--- src/rtl/superh16_branch_redirect_ctrl_if.sv ---
`default_nettype none
// ============================================================================
// Module      : superh16_branch_redirect_ctrl_if
// Description : Branch-resolution inputs and redirect/flush/statistics outputs
//               of the branch redirect controller.
// Revision    : 1.0 - initial release
// ============================================================================
interface superh16_branch_redirect_ctrl_if #(
    parameter int NUM_BR       = 2,
    parameter int VADDR_WIDTH  = 64,
    parameter int ROB_IDX_BITS = 8
);
    logic [NUM_BR-1:0]              br_resolved;
    logic [NUM_BR-1:0]              br_mispredicted;
    logic [NUM_BR*VADDR_WIDTH-1:0]  br_target;
    logic [NUM_BR*ROB_IDX_BITS-1:0] br_rob_idx;
    logic [ROB_IDX_BITS-1:0]        rob_head;
    logic                           exc_flush;
    logic                           redirect_ready;
    logic                           redirect_valid;
    logic [VADDR_WIDTH-1:0]         redirect_pc;
    logic                           flush_valid;
    logic [ROB_IDX_BITS-1:0]        flush_rob_idx;
    logic [31:0]                    stat_resolved;
    logic [31:0]                    stat_mispred;

    modport master (
        output br_resolved, br_mispredicted, br_target, br_rob_idx,
               rob_head, exc_flush, redirect_ready,
        input  redirect_valid, redirect_pc, flush_valid, flush_rob_idx,
               stat_resolved, stat_mispred
    );

    modport slave (
        input  br_resolved, br_mispredicted, br_target, br_rob_idx,
               rob_head, exc_flush, redirect_ready,
        output redirect_valid, redirect_pc, flush_valid, flush_rob_idx,
               stat_resolved, stat_mispred
    );
endinterface
`default_nettype wire

--- src/rtl/superh16_branch_redirect_ctrl.sv ---
`default_nettype none
// ============================================================================
// Module      : superh16_branch_redirect_ctrl
// Description : Picks the oldest mispredicted branch, pulses a ROB flush and
//               holds a fetch redirect until accepted; keeps saturating stats.
// Revision    : 1.0 - initial release
// ============================================================================
module superh16_branch_redirect_ctrl #(
    parameter int NUM_BR       = 2,
    parameter int VADDR_WIDTH  = 64,
    parameter int ROB_IDX_BITS = 8
) (
    input  wire logic                       clk,
    input  wire logic                       rst,
    superh16_branch_redirect_ctrl_if.slave  bus
);
    typedef enum logic [0:0] {
        ST_IDLE     = 1'b0,
        ST_REDIRECT = 1'b1
    } state_t;

    localparam logic [31:0] c_STAT_MAX = 32'hFFFF_FFFF;

    state_t                  r_state_q,          w_state_d;
    logic                    r_redirect_valid_q, w_redirect_valid_d;
    logic [VADDR_WIDTH-1:0]  r_redirect_pc_q,    w_redirect_pc_d;
    logic                    r_flush_valid_q,    w_flush_valid_d;
    logic [ROB_IDX_BITS-1:0] r_flush_rob_idx_q,  w_flush_rob_idx_d;
    logic [31:0]             r_stat_resolved_q,  w_stat_resolved_d;
    logic [31:0]             r_stat_mispred_q,   w_stat_mispred_d;

    logic                    w_pick_found;
    logic [ROB_IDX_BITS-1:0] w_pick_age;
    logic [ROB_IDX_BITS-1:0] w_pick_rob_idx;
    logic [VADDR_WIDTH-1:0]  w_pick_target;
    logic [ROB_IDX_BITS-1:0] w_latched_age;
    logic                    w_accept;
    logic [32:0]             w_resolved_sum;

    // Oldest candidate by modular distance from the ROB head; strict compare keeps the lower lane on ties.
    always_comb begin
        logic [ROB_IDX_BITS-1:0] w_lane_age;
        w_pick_found   = 1'b0;
        w_pick_age     = '0;
        w_pick_rob_idx = '0;
        w_pick_target  = '0;
        w_lane_age     = '0;
        for (int i = 0; i < NUM_BR; i++) begin
            w_lane_age = bus.br_rob_idx[i*ROB_IDX_BITS +: ROB_IDX_BITS] - bus.rob_head;
            if (bus.br_resolved[i] && bus.br_mispredicted[i] &&
                (!w_pick_found || (w_lane_age < w_pick_age))) begin
                w_pick_found   = 1'b1;
                w_pick_age     = w_lane_age;
                w_pick_rob_idx = bus.br_rob_idx[i*ROB_IDX_BITS +: ROB_IDX_BITS];
                w_pick_target  = bus.br_target[i*VADDR_WIDTH +: VADDR_WIDTH];
            end
        end
    end

    assign w_latched_age = r_flush_rob_idx_q - bus.rob_head;

    always_comb begin
        w_state_d          = r_state_q;
        w_redirect_valid_d = r_redirect_valid_q;
        w_redirect_pc_d    = r_redirect_pc_q;
        w_flush_valid_d    = 1'b0;
        w_flush_rob_idx_d  = r_flush_rob_idx_q;
        w_accept           = 1'b0;

        if (bus.exc_flush) begin
            w_state_d          = ST_IDLE;
            w_redirect_valid_d = 1'b0;
        end else begin
            case (r_state_q)
                ST_IDLE: begin
                    w_accept = w_pick_found;
                end
                ST_REDIRECT: begin
                    // An older pick overrides even a handshake in the same cycle.
                    if (w_pick_found && (w_pick_age < w_latched_age)) begin
                        w_accept = 1'b1;
                    end else if (r_redirect_valid_q && bus.redirect_ready) begin
                        w_state_d          = ST_IDLE;
                        w_redirect_valid_d = 1'b0;
                    end
                end
                default: begin
                    w_state_d          = ST_IDLE;
                    w_redirect_valid_d = 1'b0;
                end
            endcase

            if (w_accept) begin
                w_state_d          = ST_REDIRECT;
                w_redirect_valid_d = 1'b1;
                w_redirect_pc_d    = w_pick_target;
                w_flush_valid_d    = 1'b1;
                w_flush_rob_idx_d  = w_pick_rob_idx;
            end
        end
    end

    always_comb begin
        w_resolved_sum = {1'b0, r_stat_resolved_q};
        for (int i = 0; i < NUM_BR; i++) begin
            w_resolved_sum = w_resolved_sum + {32'd0, bus.br_resolved[i]};
        end
        w_stat_resolved_d = w_resolved_sum[32] ? c_STAT_MAX : w_resolved_sum[31:0];

        w_stat_mispred_d = r_stat_mispred_q;
        if (w_accept && (r_stat_mispred_q != c_STAT_MAX)) begin
            w_stat_mispred_d = r_stat_mispred_q + 32'd1;
        end
    end

    always_ff @(posedge clk) begin
        if (rst) begin
            r_state_q          <= ST_IDLE;
            r_redirect_valid_q <= 1'b0;
            r_redirect_pc_q    <= '0;
            r_flush_valid_q    <= 1'b0;
            r_flush_rob_idx_q  <= '0;
            r_stat_resolved_q  <= '0;
            r_stat_mispred_q   <= '0;
        end else begin
            r_state_q          <= w_state_d;
            r_redirect_valid_q <= w_redirect_valid_d;
            r_redirect_pc_q    <= w_redirect_pc_d;
            r_flush_valid_q    <= w_flush_valid_d;
            r_flush_rob_idx_q  <= w_flush_rob_idx_d;
            r_stat_resolved_q  <= w_stat_resolved_d;
            r_stat_mispred_q   <= w_stat_mispred_d;
        end
    end

    assign bus.redirect_valid = r_redirect_valid_q;
    assign bus.redirect_pc    = r_redirect_pc_q;
    assign bus.flush_valid    = r_flush_valid_q;
    assign bus.flush_rob_idx  = r_flush_rob_idx_q;
    assign bus.stat_resolved  = r_stat_resolved_q;
    assign bus.stat_mispred   = r_stat_mispred_q;

endmodule
`default_nettype wire

--- src/flat_wrapper.sv ---
// flat-port wrapper written by rule: the top's interface ports become plain ports
module superh16_branch_redirect_ctrl_flat 
#(
    parameter int NUM_BR       = 2,
    parameter int VADDR_WIDTH  = 64,
    parameter int ROB_IDX_BITS = 8
)
  (clk, rst, bus_br_resolved, bus_br_mispredicted, bus_br_target, bus_br_rob_idx, bus_rob_head, bus_exc_flush, bus_redirect_ready, bus_redirect_valid, bus_redirect_pc, bus_flush_valid, bus_flush_rob_idx, bus_stat_resolved, bus_stat_mispred);
  superh16_branch_redirect_ctrl_if #(.NUM_BR(NUM_BR), .VADDR_WIDTH(VADDR_WIDTH), .ROB_IDX_BITS(ROB_IDX_BITS)) bus_i ();
  input  wire logic clk;
  input  wire logic rst;
  input wire logic [$bits(bus_i.br_resolved)-1:0] bus_br_resolved;
  input wire logic [$bits(bus_i.br_mispredicted)-1:0] bus_br_mispredicted;
  input wire logic [$bits(bus_i.br_target)-1:0] bus_br_target;
  input wire logic [$bits(bus_i.br_rob_idx)-1:0] bus_br_rob_idx;
  input wire logic [$bits(bus_i.rob_head)-1:0] bus_rob_head;
  input wire logic [$bits(bus_i.exc_flush)-1:0] bus_exc_flush;
  input wire logic [$bits(bus_i.redirect_ready)-1:0] bus_redirect_ready;
  output wire logic [$bits(bus_i.redirect_valid)-1:0] bus_redirect_valid;
  output wire logic [$bits(bus_i.redirect_pc)-1:0] bus_redirect_pc;
  output wire logic [$bits(bus_i.flush_valid)-1:0] bus_flush_valid;
  output wire logic [$bits(bus_i.flush_rob_idx)-1:0] bus_flush_rob_idx;
  output wire logic [$bits(bus_i.stat_resolved)-1:0] bus_stat_resolved;
  output wire logic [$bits(bus_i.stat_mispred)-1:0] bus_stat_mispred;
  assign bus_i.br_resolved = bus_br_resolved;
  assign bus_i.br_mispredicted = bus_br_mispredicted;
  assign bus_i.br_target = bus_br_target;
  assign bus_i.br_rob_idx = bus_br_rob_idx;
  assign bus_i.rob_head = bus_rob_head;
  assign bus_i.exc_flush = bus_exc_flush;
  assign bus_i.redirect_ready = bus_redirect_ready;
  assign bus_redirect_valid = bus_i.redirect_valid;
  assign bus_redirect_pc = bus_i.redirect_pc;
  assign bus_flush_valid = bus_i.flush_valid;
  assign bus_flush_rob_idx = bus_i.flush_rob_idx;
  assign bus_stat_resolved = bus_i.stat_resolved;
  assign bus_stat_mispred = bus_i.stat_mispred;
  superh16_branch_redirect_ctrl #(.NUM_BR(NUM_BR), .VADDR_WIDTH(VADDR_WIDTH), .ROB_IDX_BITS(ROB_IDX_BITS)) u_core (.clk(clk), .rst(rst), .bus(bus_i));
endmodule
--- config.mk ---
export PLATFORM = sky130hd
export DESIGN_NAME = superh16_branch_redirect_ctrl_flat
export DESIGN_NICKNAME = d
export VERILOG_FILES = /design/src/rtl/superh16_branch_redirect_ctrl_if.sv /design/src/rtl/superh16_branch_redirect_ctrl.sv /design/src/flat_wrapper.sv
export SDC_FILE = /design/constraint.sdc
export NUM_CORES = 1
export LEC_CHECK = 0
export ABC_AREA = 1
export ABC_CLOCK_PERIOD_IN_PS = 8700
export CORE_MARGIN = 8
export CORE_UTILIZATION = 46
export DETAILED_ROUTE_END_ITERATION = 8
export PLACE_DENSITY_LB_ADDON = 0.3
export SETUP_SLACK_MARGIN = 0.1
export SLEW_MARGIN = 20
export SYNTH_ARGS = -nofsm -noshare
export SYNTH_HDL_FRONTEND = slang
export SYNTH_SLANG_ARGS = --single-unit
--- constraint.sdc ---
create_clock -name clk -period 8.7 [get_ports clk]
set_clock_uncertainty 0.2 [all_clocks]
set_input_delay 1.74 -clock clk [delete_from_list [all_inputs] [get_ports clk]]
set_output_delay 1.74 -clock clk [all_outputs]
set_load 0.01 [all_outputs]
==> results.cfg <==
[status]
status = finished clean

[timing]
rsz0062_at_grt = false
slew_headroom = 0.3145
finalSetupTns_ps = 0
clock.fmax_mhz = 141.5
hold_viol = 0
final.period_utilization = 0.8124
finalCriticalPeriod_ps = 7068
finalSetupViolCount = 0
slew_violations = 0
tightest_slew_ps = 1026

[detailed_routing]
drtIter0Drc = 673
viasPerCell = 5.257
ant_nets = 0
num_vias = 9399
drc = 0
first_pass_iters = 5
wl_per_cell_um = 16.28
routed_wl_um = 29110

[critical_path]
crit_buf_inv = 6
worst_setup_path_start_kind = input pin
ff2ff_setup_slack_ps = 4700
arrival_ps = 7220
r2r_cells = 19
required_ps = 8860
slowest_delay_ps = 550
slowest_stage = buf_4
critPathMaxFanout = 73
r2r_end = u_core.bus.flush_rob_idx[5]
crit_family = simple AND/OR/NAND/NOR gates
worstSetupPathType = input pin to register
reg2reg_from = u_core.bus.flush_rob_idx[2]
cp-startpoint = bus_rob_head[1]
crit_top_cell = nor2_1
cp-end-kind = register

[floorplanning]
die_w_um = 151.8
rows = 49
start_util = 0.4705
die_y_um = 151.8
ios = 298
die-area_mm2 = 0.02304
coreArea_mm2 = 0.01802

[clocking]
htree_levels = 4
clk_latency_ps = 430
postCtsHoldBufs = 0
cts_setup_buffers = 0
cts-buffers-inserted = 17
cts.sinks = 139
cts_resized = 0
cts.root.buffer_cell = clkbuf_16
clkTransAtPathRegs_ps = 60
max-clock-path-buffers = 2
cts_tree = built

[synth]
yosys-top-cells-count = nor2_1 (352), nand2_1 (149), dfxtp_1 (139)
ys_async_sr_fraction = 0
yosys.cell_types.count = 41
synth_edf_count = 0
ys_warn_count = 0
synth_area_per_cell_um2 = 6.600
synth_top_area_share = 0.3281
synth-main-ff-cell = dfxtp_1
syn_nets = 1486
synth_area_leader_cell = dfxtp_1
yosysSeqAreaShare = 0.3281
synth_cells = 1285
synth.most_common_cell = nor2_1
synth_area_leaders = dfxtp_1 (33%), nor2_1 (16%), a21oi_1 (7.6%)
synth_area_mm2 = 0.008481
ys_seq_elements = 139

[run]
maxCapViolations = 0

[power_and_ir_drop]
power.density_mw_per_mm2 = 150.6
leakage_uw = 0.005171
peakVddDrop_uv = 130.6

[placement]
numPortBuffers = 297
dp.cells = 1756
gp_congestion = 0.8977
dp_hpwl_um = 21550

[hold_path]
hold_path.class = register to register
hold-path-endpoint = u_core.bus.stat_mispred[31]
hold_start = u_core.bus.stat_mispred[31]
hold_depth = 2

[final_layout]
syn2layout_area_growth_pct = 43.04
num_antenna_cells = 0
finalNetCount = 1747
instances_no_fill = 1788
num-fill-cells = 1570
drive_gt1_frac = 0.04747

[global_route]
grt_pass1_wl_um = 45570
gr-usage-all-layers = 0.2484
antenna_found_initial = 0
gr-total-overflow = 0
grt_start_max_net_pins = 75
grt_pass1_vias = 9107
per-layer routing:
layer,wire (µm),vias up,track usage
li1,-,4716,-
met1,11670,4249,0.2869
met2,13890,377,0.4159
met3,2527,57,0.07781
met4,1018,0,0.1073
met5,0,-,0
through the flow:
stage | worst slack, ps | util | hold WS (ps) | total power (µW) | cell area, µm²
2_1_floorplan | 1878 | - | 292.8 | 918.8 | 8481
3_3_place_gp | 1289 | 0.6411 | 274.1 | 1110 | 11560
3_5_place_dp | 1152 | 0.6411 | 279.2 | 1117 | 11560
4_1_cts | 1589 | 0.6730 | 289.4 | 1836 | 12130
5_1_grt | 940.3 | 0.6730 | 324.8 | 1917 | 12130
6_report | 1632 | 0.6730 | 289.2 | 1826 | 12130
state kept, by name, summed over array words and instances (netlist names):
| signal | cells |
|---|---|
| u_core.bus.redirect_valid | 1 |
| u_core.bus.stat_resolved | 32 |
| u_core.bus.flush_valid | 1 |
| u_core.r_state_q | 1 |
| u_core.bus.flush_rob_idx | 8 |
| u_core.bus.stat_mispred | 32 |
| u_core.bus.redirect_pc | 64 |
final cells by class:
type / instances / area (µm²) / share of cell area
multi-input combinational: 972 / 5030 / 0.4146
timing repair buffer: 307 / 3048 / 0.2513
sequential: 139 / 2783 / 0.2294
clock buffer: 18 / 439.2 / 0.03620
inverter: 109 / 409.1 / 0.03373
tap: 229 / 286.5 / 0.02362
clock inverter: 14 / 135.1 / 0.01114
placed cells by master (no fill, tap or decap), drive strengths merged, types with 2 or more instances in the layout:
master         netlist  layout
nor2               359     359
clkdlybuf4s50        0     297
nand2              153     153
dfxtp              139     139
a21oi              130     130
inv                109     116
o21ai              105     105
nand4               49      49
xor2                46      46
ha                  37      37
nor3                21      21
nand3               21      21
clkbuf              43      18
xnor2               17      17
nor4                13      13
buf                 22      10
fa                   4       4
o31ai                3       3
clkinvlp             0       3
clkinv               0       3
nor3b                3       3
o21bai               2       2
a21o                 2       2
a31oi                2       2
logic make-up (layout without fill, tap and decap cells):
family / Yosys count / after routing / synth area share
flip-flops: 139 / 139 / 0.3281
buffers and inverters: 174 / 448 / 0.07967
AO/OA/AOI/OAI: 247 / 247 / 0.1497
AND/OR/NAND/NOR: 621 / 621 / 0.3134
XOR/XNOR: 63 / 63 / 0.06506
adder cells (fa/ha/maj): 41 / 41 / 0.06403
where the power goes:
group / total, µW / internal (µW) / switching, µW
Sequential: 686 / 667 / 19.4
Combinational: 420 / 200 / 221
Clock: 720 / 408 / 312
Total: 1830 / 1270 / 552
worst max-delay path by stage:
stage | slack [ps] | endpoint | depth (start not counted)
finish | 1630 | u_core.bus.flush_rob_idx[5] | 36
global placement | 1290 | u_core.bus.redirect_pc[62] | 38
global route | 940 | u_core.bus.flush_rob_idx[4] | 39
CTS | 1590 | u_core.bus.flush_rob_idx[5] | 38
detailed placement | 1150 | u_core.bus.redirect_pc[35] | 38
floorplan | 1880 | u_core.bus.redirect_pc[39] | 39
tightest hold or removal path, stage by stage, from the launching register on:
cell and delay (ps):
dfxtp_1 320, nand2_1 60, a21oi_1 60
Note: power is estimated with default switching activity, not from simulation.
